--- config.mk ---
export PLATFORM = sky130hd
export DESIGN_NAME = prog_sequencer
export DESIGN_NICKNAME = d
export VERILOG_FILES = /design/src/rtl/prog_sequencer.sv
export SDC_FILE = /design/constraint.sdc
export NUM_CORES = 1
export LEC_CHECK = 0
export ABC_AREA = 1
export BUFFER_PORTS_ARGS = -buffer_cell sky130_fd_sc_hd__buf_2
export CAP_MARGIN = 20
export CORE_MARGIN = 1.5
export CORE_UTILIZATION = 52
export CTS_CLUSTER_DIAMETER = 100
export DETAILED_ROUTE_END_ITERATION = 16
export PLACE_DENSITY = 0.89
export SETUP_SLACK_MARGIN = 0.15
export SLEW_MARGIN = 20
export SYNTH_ARGS = -nofsm -noshare
export SYNTH_HDL_FRONTEND = slang
export SYNTH_SLANG_ARGS = --single-unit
--- constraint.sdc ---
create_clock -name Clk -period 1.8 [get_ports Clk]
set_input_delay 0.36 -clock Clk [delete_from_list [all_inputs] [get_ports Clk]]
set_output_delay 0.36 -clock Clk [all_outputs]
set_load 0.02 [all_outputs]
--- src/rtl/prog_sequencer.sv ---
// prog_sequencer
//   Owns program flow around the combinational instruction decoder: program counter,
//   decoder mode register and previous-instruction register. Runs the Start/Done
//   handshake with the bench, gates architectural writes to the RUN phase, counts
//   RUN cycles and enforces a watchdog timeout.
//
// Ports
//   Clk                 in   clock, rising edge
//   Reset_n             in   asynchronous active-low reset
//   Start               in   high = hold/load, falling edge = begin run
//   BranchEn            in   decoder: take BranchTarget instead of PC+1
//   BranchTarget        in   decoder: absolute branch destination
//   NextState           in   decoder: mode for the next instruction
//   PrevInstructionOut  in   decoder: current instruction word to retain
//   Ack                 in   decoder: program finished
//   ProgCtr             out  instruction ROM address
//   CurrState           out  registered decoder mode
//   PrevInstruction     out  registered previous instruction word
//   Run                 out  write-enable gate, high only in RUN
//   Done                out  program finished or timed out, held until next Start
//   Timeout             out  Done was caused by the watchdog
//   CycleCount          out  saturating count of RUN cycles of the current/last program

module prog_sequencer #(
   parameter int unsigned PC_W       = 9,
   parameter int unsigned CYC_W      = 16,
   parameter int unsigned MAX_CYCLES = 4096
) (
   input  logic             Clk,
   input  logic             Reset_n,
   input  logic             Start,
   input  logic             BranchEn,
   input  logic [PC_W-1:0]  BranchTarget,
   input  logic [1:0]       NextState,
   input  logic [8:0]       PrevInstructionOut,
   input  logic             Ack,
   output logic [PC_W-1:0]  ProgCtr,
   output logic [1:0]       CurrState,
   output logic [8:0]       PrevInstruction,
   output logic             Run,
   output logic             Done,
   output logic             Timeout,
   output logic [CYC_W-1:0] CycleCount
);

   typedef enum logic [1:0] {StIdle, StLoad, StRun, StDone} state_e;

   // MAX_CYCLES == 0 disables the watchdog; WdLast is then unused.
   localparam bit              WdEn   = (MAX_CYCLES != 0);
   localparam logic [CYC_W-1:0] WdLast = CYC_W'(MAX_CYCLES - 1);

   state_e state;
   logic   wd_hit;

   assign wd_hit = WdEn && (CycleCount == WdLast);
   assign Run    = (state == StRun);

   always_ff @(posedge Clk or negedge Reset_n) begin
      if (!Reset_n) begin
         state           <= StIdle;
         ProgCtr         <= '0;
         CurrState       <= 2'b00;
         PrevInstruction <= '0;
         Done            <= 1'b0;
         Timeout         <= 1'b0;
         CycleCount      <= '0;
      end else if (Start) begin
         // Start wins in every state: enter/stay in LOAD with a clean program context.
         state           <= StLoad;
         ProgCtr         <= '0;
         CurrState       <= 2'b00;
         PrevInstruction <= '0;
         Done            <= 1'b0;
         Timeout         <= 1'b0;
         CycleCount      <= '0;
      end else begin
         unique case (state)
            StIdle, StDone: ;
            StLoad: state <= StRun;
            StRun: begin
               // Counted on every RUN cycle, including the one that ends the run.
               if (CycleCount != '1) CycleCount <= CycleCount + CYC_W'(1);
               if (Ack) begin
                  state <= StDone;
                  Done  <= 1'b1;
               end else if (wd_hit) begin
                  state   <= StDone;
                  Done    <= 1'b1;
                  Timeout <= 1'b1;
               end else begin
                  ProgCtr         <= BranchEn ? BranchTarget : ProgCtr + PC_W'(1);
                  CurrState       <= NextState;
                  PrevInstruction <= PrevInstructionOut;
               end
            end
         endcase
      end
   end

endmodule

== Yosys cells after proc, flatten, opt, wreduce, memory -nomap -nowiden ==
Cells that the tools add are included.

* $add $sub $neg: 2
* Equality and inequality tests: 7
* Mux-type cells: 27
* Reduce and logical (&&, ||, !) cells: 10

{| class="wikitable"
|+ Operators with widths
! operator !! number
|-
| $mux W9 || 9
|-
| $mux W16 || 3
|-
| $add A16 B1 Y16 const B || 1
|-
| $eq A16 B12 Y1 const B || 1
|-
| $ne A16 B16 Y1 const B || 1
|-
| $mux W2 || 7
|-
| $add A9 B1 Y9 const B || 1
|-
| $mux W1 || 7
|-
| $reduce_and A2 Y1 || 3
|-
| $reduce_and A3 Y1 || 2
|-
| $reduce_bool A2 Y1 || 3
|-
| $reduce_bool A3 Y1 || 2
|-
| $ne A2 B2 Y1 const B || 2
|-
| $ne A4 B3 Y1 const B || 1
|-
| $pmux W2 S2 || 1
|-
| $eq A2 B1 Y1 const B || 1
|-
| $eq A2 B2 Y1 const B || 1
|}

* Register bits: 40
* Bits of input ports: 25
* Output and inout port bits: 39
* Word-level logic and storage cells: 53

== Logic depth before layout (Yosys ltp) ==
Gate-level depths: netlist of the first run.

* Depth in word-level cells: 6
* Gate-level depth with buffers: 11
* Depth with buffers taken out: 10

== Least setup slack after synthesis of the first run ==
Ideal clock, no wire load.

* Path kind: reg-to-reg
* Start point: register CycleCount[0]
* End point: register ProgCtr[2]
* Setup time: 0.118 ns
* Arrival: 1.567 ns
* Data required time: 1.682 ns
* Path slack: 0.115 ns
* Cell stages (with the launch flop): 12
* Path buffers: 1
* Clock period less this slack: 1.685 ns
* Path through: dfrtp_1 -> ha_1 -> nand2_1 -> nor2_2 -> nand2_4 -> clkinv_2 -> nand3_4 -> nand2_4 -> nor2_4 -> buf_6 -> nand2_1 -> nand2_1

* Longest elaborated chain between the ends: 3

{| class="wikitable"
|+ RTL lines
! what !! RTL line !! RTL
|-
| start, declared || 43 || <nowiki>output logic [CYC_W-1:0] CycleCount</nowiki>
|-
| start signal, assigned || 82 || <nowiki>if (CycleCount != '1) CycleCount <= CycleCount + CYC_W'(1);</nowiki>
|-
| $eq A16 B12 Y1 || 55 || <nowiki>assign wd_hit = WdEn && (CycleCount == WdLast);</nowiki>
|-
| $ne A2 B2 Y1 (no line) || -- ||
|-
| $reduce_and A3 Y1 (no line) || -- ||
|-
| end signal, assigned || 91 || <nowiki>ProgCtr <= BranchEn ? BranchTarget : ProgCtr + PC_W'(1);</nowiki>
|-
| end, declared || 37 || <nowiki>output logic [PC_W-1:0] ProgCtr,</nowiki>
|}

Every way passes these cells.
A chain may end at the register's enable or synchronous reset.

== Worst setup path after layout of the first run ==
* Start point: register CycleCount[1]
* End point: register ProgCtr[4]

The elaborated chain is that of the path after synthesis.

==> flow_summary_export.csv, run 1 <==
group,metric,value,unit
synth,syn_avg_cell_area,7.24,µm²
drt,ant_nets,0,
place,portBuffers,63,
die,dieArea,0.00494,mm²
worst_setup_path,critPathSlowestCell,"dfrtp_1",
die,ios,64,
worst_setup_path,worst-path-buf-inv,2,
die,die_w,70.3,µm
timing,setup_slack,0.145,ns
drt,viasPerCell,5.23,
worst_setup_path,crit_required,2.00,ns
worst_setup_path,cp_cell_sequence,"ha_2 -> nand2_2 -> nor2_4 -> nand2_4 -> inv_4 -> nand3_4 -> nand2_4 -> nor2_4 -> clkbuf_16 -> nand2_1 -> nand2_1",
timing,min_period,1.65,ns
synth,ys_seq_area_share,42.5,%
drt,vias,2366,
synth,synth_compound_gate_area_share,3.30,%
timing,fmax,604,MHz
worst_setup_path,start_kind,"flop",
synth,ys_warn_count,0,
synth,ys_ff_latch,40,
grt,grt_pass1_vias,2089,
worst_setup_path,crit_type,"reg -> reg",
timing,setup_viol,0,
timing,hold_viol_final,0,
power,p_per_area,578,mW/mm²
layout,areaGrowthSynthToFinish,27.6,%
cts,htreeDepth,2,
drt,dr.pass1.iters,5,
timing,fin_skew,0.00911,ns
layout,diodes,0,
die,rows,24,
hold_path,hp-class,"in -> reg",
synth,synth_simple_gate_area_share,42.5,%
layout,drive_above_1_share,30.8,%
cts,numCtsBuffers,5,
timing,relSlewSlack,71.6,%
grt,grt_max_degree,30,
run,drv_cap,0,
grt,grt_antenna_before_repair,0,
cts,cts.clk_slew.worst_paths,0.08,ns
place,placedInstanceArea,0.00272,mm²
synth,synthTopCellsByArea,"dfrtp_1, nand2_1, nand3_1",
synth,netlist_area,0.00235,mm²
synth,ys_types,29,
place,pre_cts_slack,0.0285,ns
drt,drt_iter0_drc,128,
timing,period_share,91.9,%
die,fp.coreArea,0.00435,mm²
timing,tightest_slew,0.427,ns
synth,synthXorXnorAreaFrac,2.98,%
timing,fin_setup_tns,0,ns
synth,synth_nets,352,
power,peakVddDrop,0.000327,V
synth,synth_top_family_by_area,"simple AND/OR/NAND/NOR gates",
cts,cts_root_buf,"clkbuf_8",
timing,rsz0062_at_grt,"true",
layout,final_cell_mix,"nand2_1, buf_2, nand3_1, dfrtp_1, nor2_1",
worst_setup_path,crit_fanout,8,
drt,wl_per_cell,12.8,µm
cts,cts.sinks,40,
power,finalPower,1.74,mW
die,fp.dieH,70.3,µm
synth,yosys-mux-area-fraction,0,%
layout,final_common_cell,"nand2_1",
synth,synth_largest_area_cell,"dfrtp_1",
worst_setup_path,cpPeakStageDelay,0.40,ns
drt,drc,0,
worst_setup_path,cp.arrival,1.85,ns
die,initial_core_util,54.1,%
grt,grt_usage,23.1,%
outcome,outcome,"finished, final reports clean",
cts,clock_path_buffers,2,
grt,grt_pass1_wl,9110,µm
cts,cts_tree,"done",
power,p_leak,1.66,nW
layout,num-nets-final,426,
worst_setup_path,cp_top_family,"simple AND/OR/NAND/NOR gates",
grt,grt-ovfl-total,0,
timing,whs,0.257,ns
synth,synth_fa_ha_area_share,1.06,%
cts,clkLatencyLatePin,0.30,ns
layout,n_fill_cell,353,
drt,wl,5760,µm
layout,fin_area,0.00300,mm²
worst_setup_path,critPathCaptureType,"flop",
place,dpl.hpwl,3890,µm
timing,slew_violations,0,
place,routabilityCongestion,0.849,
synth,syn_inst,325,
synth,yosys.area.top_type_share,42.5,%
==> synth_stat cells <==
| library cell | n |
|---|---|
| nand2_1 | 127 |
| nand3_1 | 44 |
| dfrtp_1 | 40 |
| nor2_1 | 26 |
| inv_1 | 24 |
| o21ai_0 | 5 |
| o21ai_1 | 5 |
| clkbuf_1 | 4 |
| nand4_1 | 4 |
| xnor2_1 | 4 |
| xor2_1 | 4 |
| a21oi_1 | 3 |
| buf_6 | 3 |
| inv_2 | 3 |
| nand2_2 | 3 |
| nor2_2 | 3 |
| nor2_4 | 3 |
| or2_2 | 3 |
| a31oi_1 | 2 |
| buf_4 | 2 |
| ha_1 | 2 |
| nand2_4 | 2 |
| nand3_2 | 2 |
| nand3b_1 | 2 |
| buf_2 | 1 |
| clkinv_1 | 1 |
| clkinv_2 | 1 |
| nand3_4 | 1 |
| nor3_4 | 1 |
==> cell type report <==
class                      count  area, µm²  share of cell area [%]
clock buffer                   5       68.8                    2.29
clock inverter                 3       18.8                   0.625
inverter                      29        111                    3.71
multi-input combinational    247       1260                    41.9
sequential                    40       1000                    33.4
tap                           52       65.1                    2.17
timing repair buffer          76        475                    15.8
==> sequential cells by signal, indices dropped and copies added (netlist names) <==
name / flops
CurrState: 2
CycleCount: 16
Done: 1
PrevInstruction: 9
ProgCtr: 9
Timeout: 1
state: 2
==> cells by family after synthesis <==
| kind of cell | count (synthesis) |
|---|---|
| DFF | 40 |
| xor gates and xnor gates | 8 |
| and+or+nand+nor | 221 |
| AOI/OAI and AO/OA | 15 |
| adders and majority gates | 2 |
| buffers and inverters | 39 |
==> stage by stage <==
step / std cells / util (%)
2_1_floorplan: 325 / -
3_5_place_dp: 435 / 62.4
3_3_place_gp: 435 / 62.4
5_1_grt: 452 / 69.0
4_1_cts: 445 / 65.5
6_report: 452 / 69.0
==> power by group <==
part           switching, mW  total [mW]  leakage [nW]  internal [mW]
clock                  0.337       0.608        0.0479          0.270
combinational          0.131       0.201          1.07         0.0701
sequential            0.0134       0.928         0.545          0.914
total                  0.482        1.74          1.66           1.25
==> final timing paths <==
path                                        from                  to  slack, ns  cells after the start
max reg2reg                        CycleCount[1]          ProgCtr[4]       0.15                     11
min reg2reg                         CurrState[1]        CurrState[1]       0.50                      2
max in group asynchronous                Reset_n      CycleCount[14]       0.79                      3
max                                CycleCount[1]          ProgCtr[4]       0.15                     11
min                        PrevInstructionOut[5]  PrevInstruction[5]       0.26                      3
min in group asynchronous                Reset_n        CurrState[0]       0.53                      2
==> per-layer routing <==
metal | vias to the layer above | part of all wire [%] | track usage [%]
li1 | 1177 | - | -
met1 | 1104 | 42 | 27.9
met2 | 77 | 51 | 40.6
met3 | 8 | 5.6 | 5.19
met4 | 0 | 1.8 | 7.48
met5 | - | 0 | 0
==> worst reg2reg max path, cell delays in order, from the launching register on <==
cell and delay, ns:
dfrtp_1 0.40, ha_2 0.21, nand2_2 0.08, nor2_4 0.16, nand2_4 0.09, inv_4 0.08
nand3_4 0.09, nand2_4 0.10, nor2_4 0.06, clkbuf_16 0.18, nand2_1 0.07, nand2_1 0.05
==> what timing repair did <==
item	CTS	global route
hold buffers	1	0
setup endpoints to repair	34	37
endpoints found under the hold margin	5	0
buffers inserted	1	4
resized for setup	3	21
cloned	0	3
pin swaps	1	10
(Power assumes the default switching activity.)
==> run 2: changes to the inputs <==
--- a/config.mk
+++ b/config.mk
@@ -9,10 +9,11 @@
 export BUFFER_PORTS_ARGS = -buffer_cell sky130_fd_sc_hd__buf_2
 export CAP_MARGIN = 20
 export CORE_MARGIN = 1.5
-export CORE_UTILIZATION = 52
+export CORE_UTILIZATION = 54
+export CTS_BUF_LIST = sky130_fd_sc_hd__clkbuf_2
 export CTS_CLUSTER_DIAMETER = 100
 export DETAILED_ROUTE_END_ITERATION = 16
-export PLACE_DENSITY = 0.89
+export PLACE_DENSITY = 0.92
 export SETUP_SLACK_MARGIN = 0.15
 export SLEW_MARGIN = 20
 export SYNTH_ARGS = -nofsm -noshare
==> flow_summary_export.csv, run 2 (synthesis gave the netlist of run 1 again) <==
group,metric,value,unit
outcome,outcome,"finished, final reports clean",
drt,wl,6450,µm
power,p_leak,1.69,nW
die,fp.dieH,69.0,µm
timing,hold_viol_final,0,
timing,relSlewSlack,66.4,%
drt,drt_iter0_drc,327,
drt,vias,2519,
die,fp.coreArea,0.00409,mm²
grt,grt_pass1_vias,2223,
worst_setup_path,crit_fanout,8,
cts,numCtsBuffers,5,
layout,diodes,0,
layout,fin_area,0.00302,mm²
hold_path,hp-class,"in -> reg",
cts,clkLatencyLatePin,0.42,ns
worst_setup_path,critPathCaptureType,"flop",
worst_setup_path,crit_type,"reg -> reg",
place,dpl.hpwl,3920,µm
timing,rsz0062_at_grt,"true",
drt,viasPerCell,5.50,
grt,grt_max_degree,41,
layout,num-nets-final,434,
layout,largest_reg_flops,16,
drt,wl_per_cell,14.1,µm
cts,cts_tree,"done",
layout,regMostFlops,"CycleCount",
layout,drive_above_1_share,29.7,%
power,p_per_area,568,mW/mm²
layout,final_cell_mix,"nand2_1, buf_2, nand3_1, dfrtp_1, nor2_1",
timing,setup_viol,0,
cts,clock_path_buffers,2,
timing,fmax,601,MHz
run,drv_cap,0,
power,peakVddDrop,0.000531,V
cts,cts.clk_slew.worst_paths,0.23,ns
layout,areaGrowthSynthToFinish,28.2,%
timing,period_share,92.5,%
die,initial_core_util,57.6,%
place,routabilityCongestion,0.856,
timing,fin_setup_tns,0,ns
drt,dr.pass1.iters,7,
worst_setup_path,start_kind,"flop",
layout,final_common_cell,"nand2_1",
die,die_w,69.0,µm
die,dieArea,0.00476,mm²
grt,grt-ovfl-total,0,
die,ios,64,
layout,reg_top3,"CycleCount x16, PrevInstruction x9, ProgCtr x9",
cts,htreeDepth,2,
grt,grt_pass1_wl,9640,µm
place,placedInstanceArea,0.00270,mm²
grt,grt_antenna_before_repair,0,
timing,tightest_slew,0.504,ns
layout,n_fill_cell,275,
timing,slew_violations,0,
cts,cts_root_buf,"clkbuf_2",
drt,drc,0,
die,rows,23,
grt,grt_usage,24.3,%
place,portBuffers,63,
timing,fin_skew,0.0330,ns
cts,cts.sinks,40,
timing,min_period,1.66,ns
worst_setup_path,cp.arrival,2.00,ns
drt,ant_nets,0,
worst_setup_path,crit_required,2.14,ns
-- run 2: cell types whose count changed in the layout (fill, tap and decap cells not counted), sizes merged --
cell	previous run	this run
buf	73	81
clkinv	4	3
bufinv	0	1
-- run 2: metrics by stage --
stage	utilization (%)	hold slack (ns)	cells	setup slack [ns]	power [mW]
4_1_cts	69.0	0.116	443	0.134	1.68
5_1_grt	73.9	0.110	458	0.0814	1.77
3_5_place_dp	66.1	0.446	433	0.0597	1.12
2_1_floorplan	-	0.0644	325	0.186	1.05
3_3_place_gp	66.1	0.440	433	0.119	1.12
6_report	73.9	0.118	458	0.135	1.71
-- run 2: worst paths after layout --
path                            depth (start not counted)                  to                   from  slack (ns)
worst max-delay path                                    8  PrevInstruction[7]         CycleCount[13]        0.14
min in group asynchronous                               3            state[0]                Reset_n        0.51
worst min register to register                          2  PrevInstruction[2]     PrevInstruction[2]        0.54
worst min-delay path                                    3  PrevInstruction[2]  PrevInstructionOut[2]        0.12
max in group asynchronous                               3       CycleCount[8]                Reset_n        0.91
worst max register to register                          8  PrevInstruction[7]         CycleCount[13]        0.14
-- run 2: layout make-up --
class	count	area [µm²]	share of cell area (%)
clock buffer	5	25.0	0.829
clock inverter	3	47.5	1.58
inverter	29	111	3.69
multi-input combinational	247	1230	40.9
sequential	40	1000	33.3
tap	50	62.6	2.07
timing repair buffer	84	533	17.7
-- run 2: metal layers --
metal	track usage [%]	vias up	wire [µm]	share of wire, %
met5	0	-	0	0
met1	32.0	1174	2680	42
met2	40.4	122	3150	49
li1	-	1196	-	-
met4	8.93	0	195	3.0
met3	4.09	27	419	6.5
-- run 2: worst max-delay path, stage by stage, from the launching register on --
cell and delay, ns:
dfrtp_1 0.49, or2_2 0.31, nor2_2 0.17, nand3_4 0.15
nand2_4 0.12, nor2_4 0.06, clkbuf_16 0.17, nand2_1 0.07
nand2_1 0.06
-- run 2: where the power goes --
group	switching [mW]	leakage [nW]	internal, mW
Clock	0.330	0.0431	0.240
Sequential	0.0144	0.547	0.917
Combinational	0.136	1.10	0.0777
Total	0.480	1.69	1.23
-- run 2: timing repair --
action | in CTS | in global routing
gates resized for setup | 3 | 13
endpoints found under the hold margin | 40 | 0
cloned | 0 | 3
pin swaps | 1 | 9
setup buffers | 1 | 12
endpoints found under the setup margin | 35 | 38
hold buffers | 1 | 0
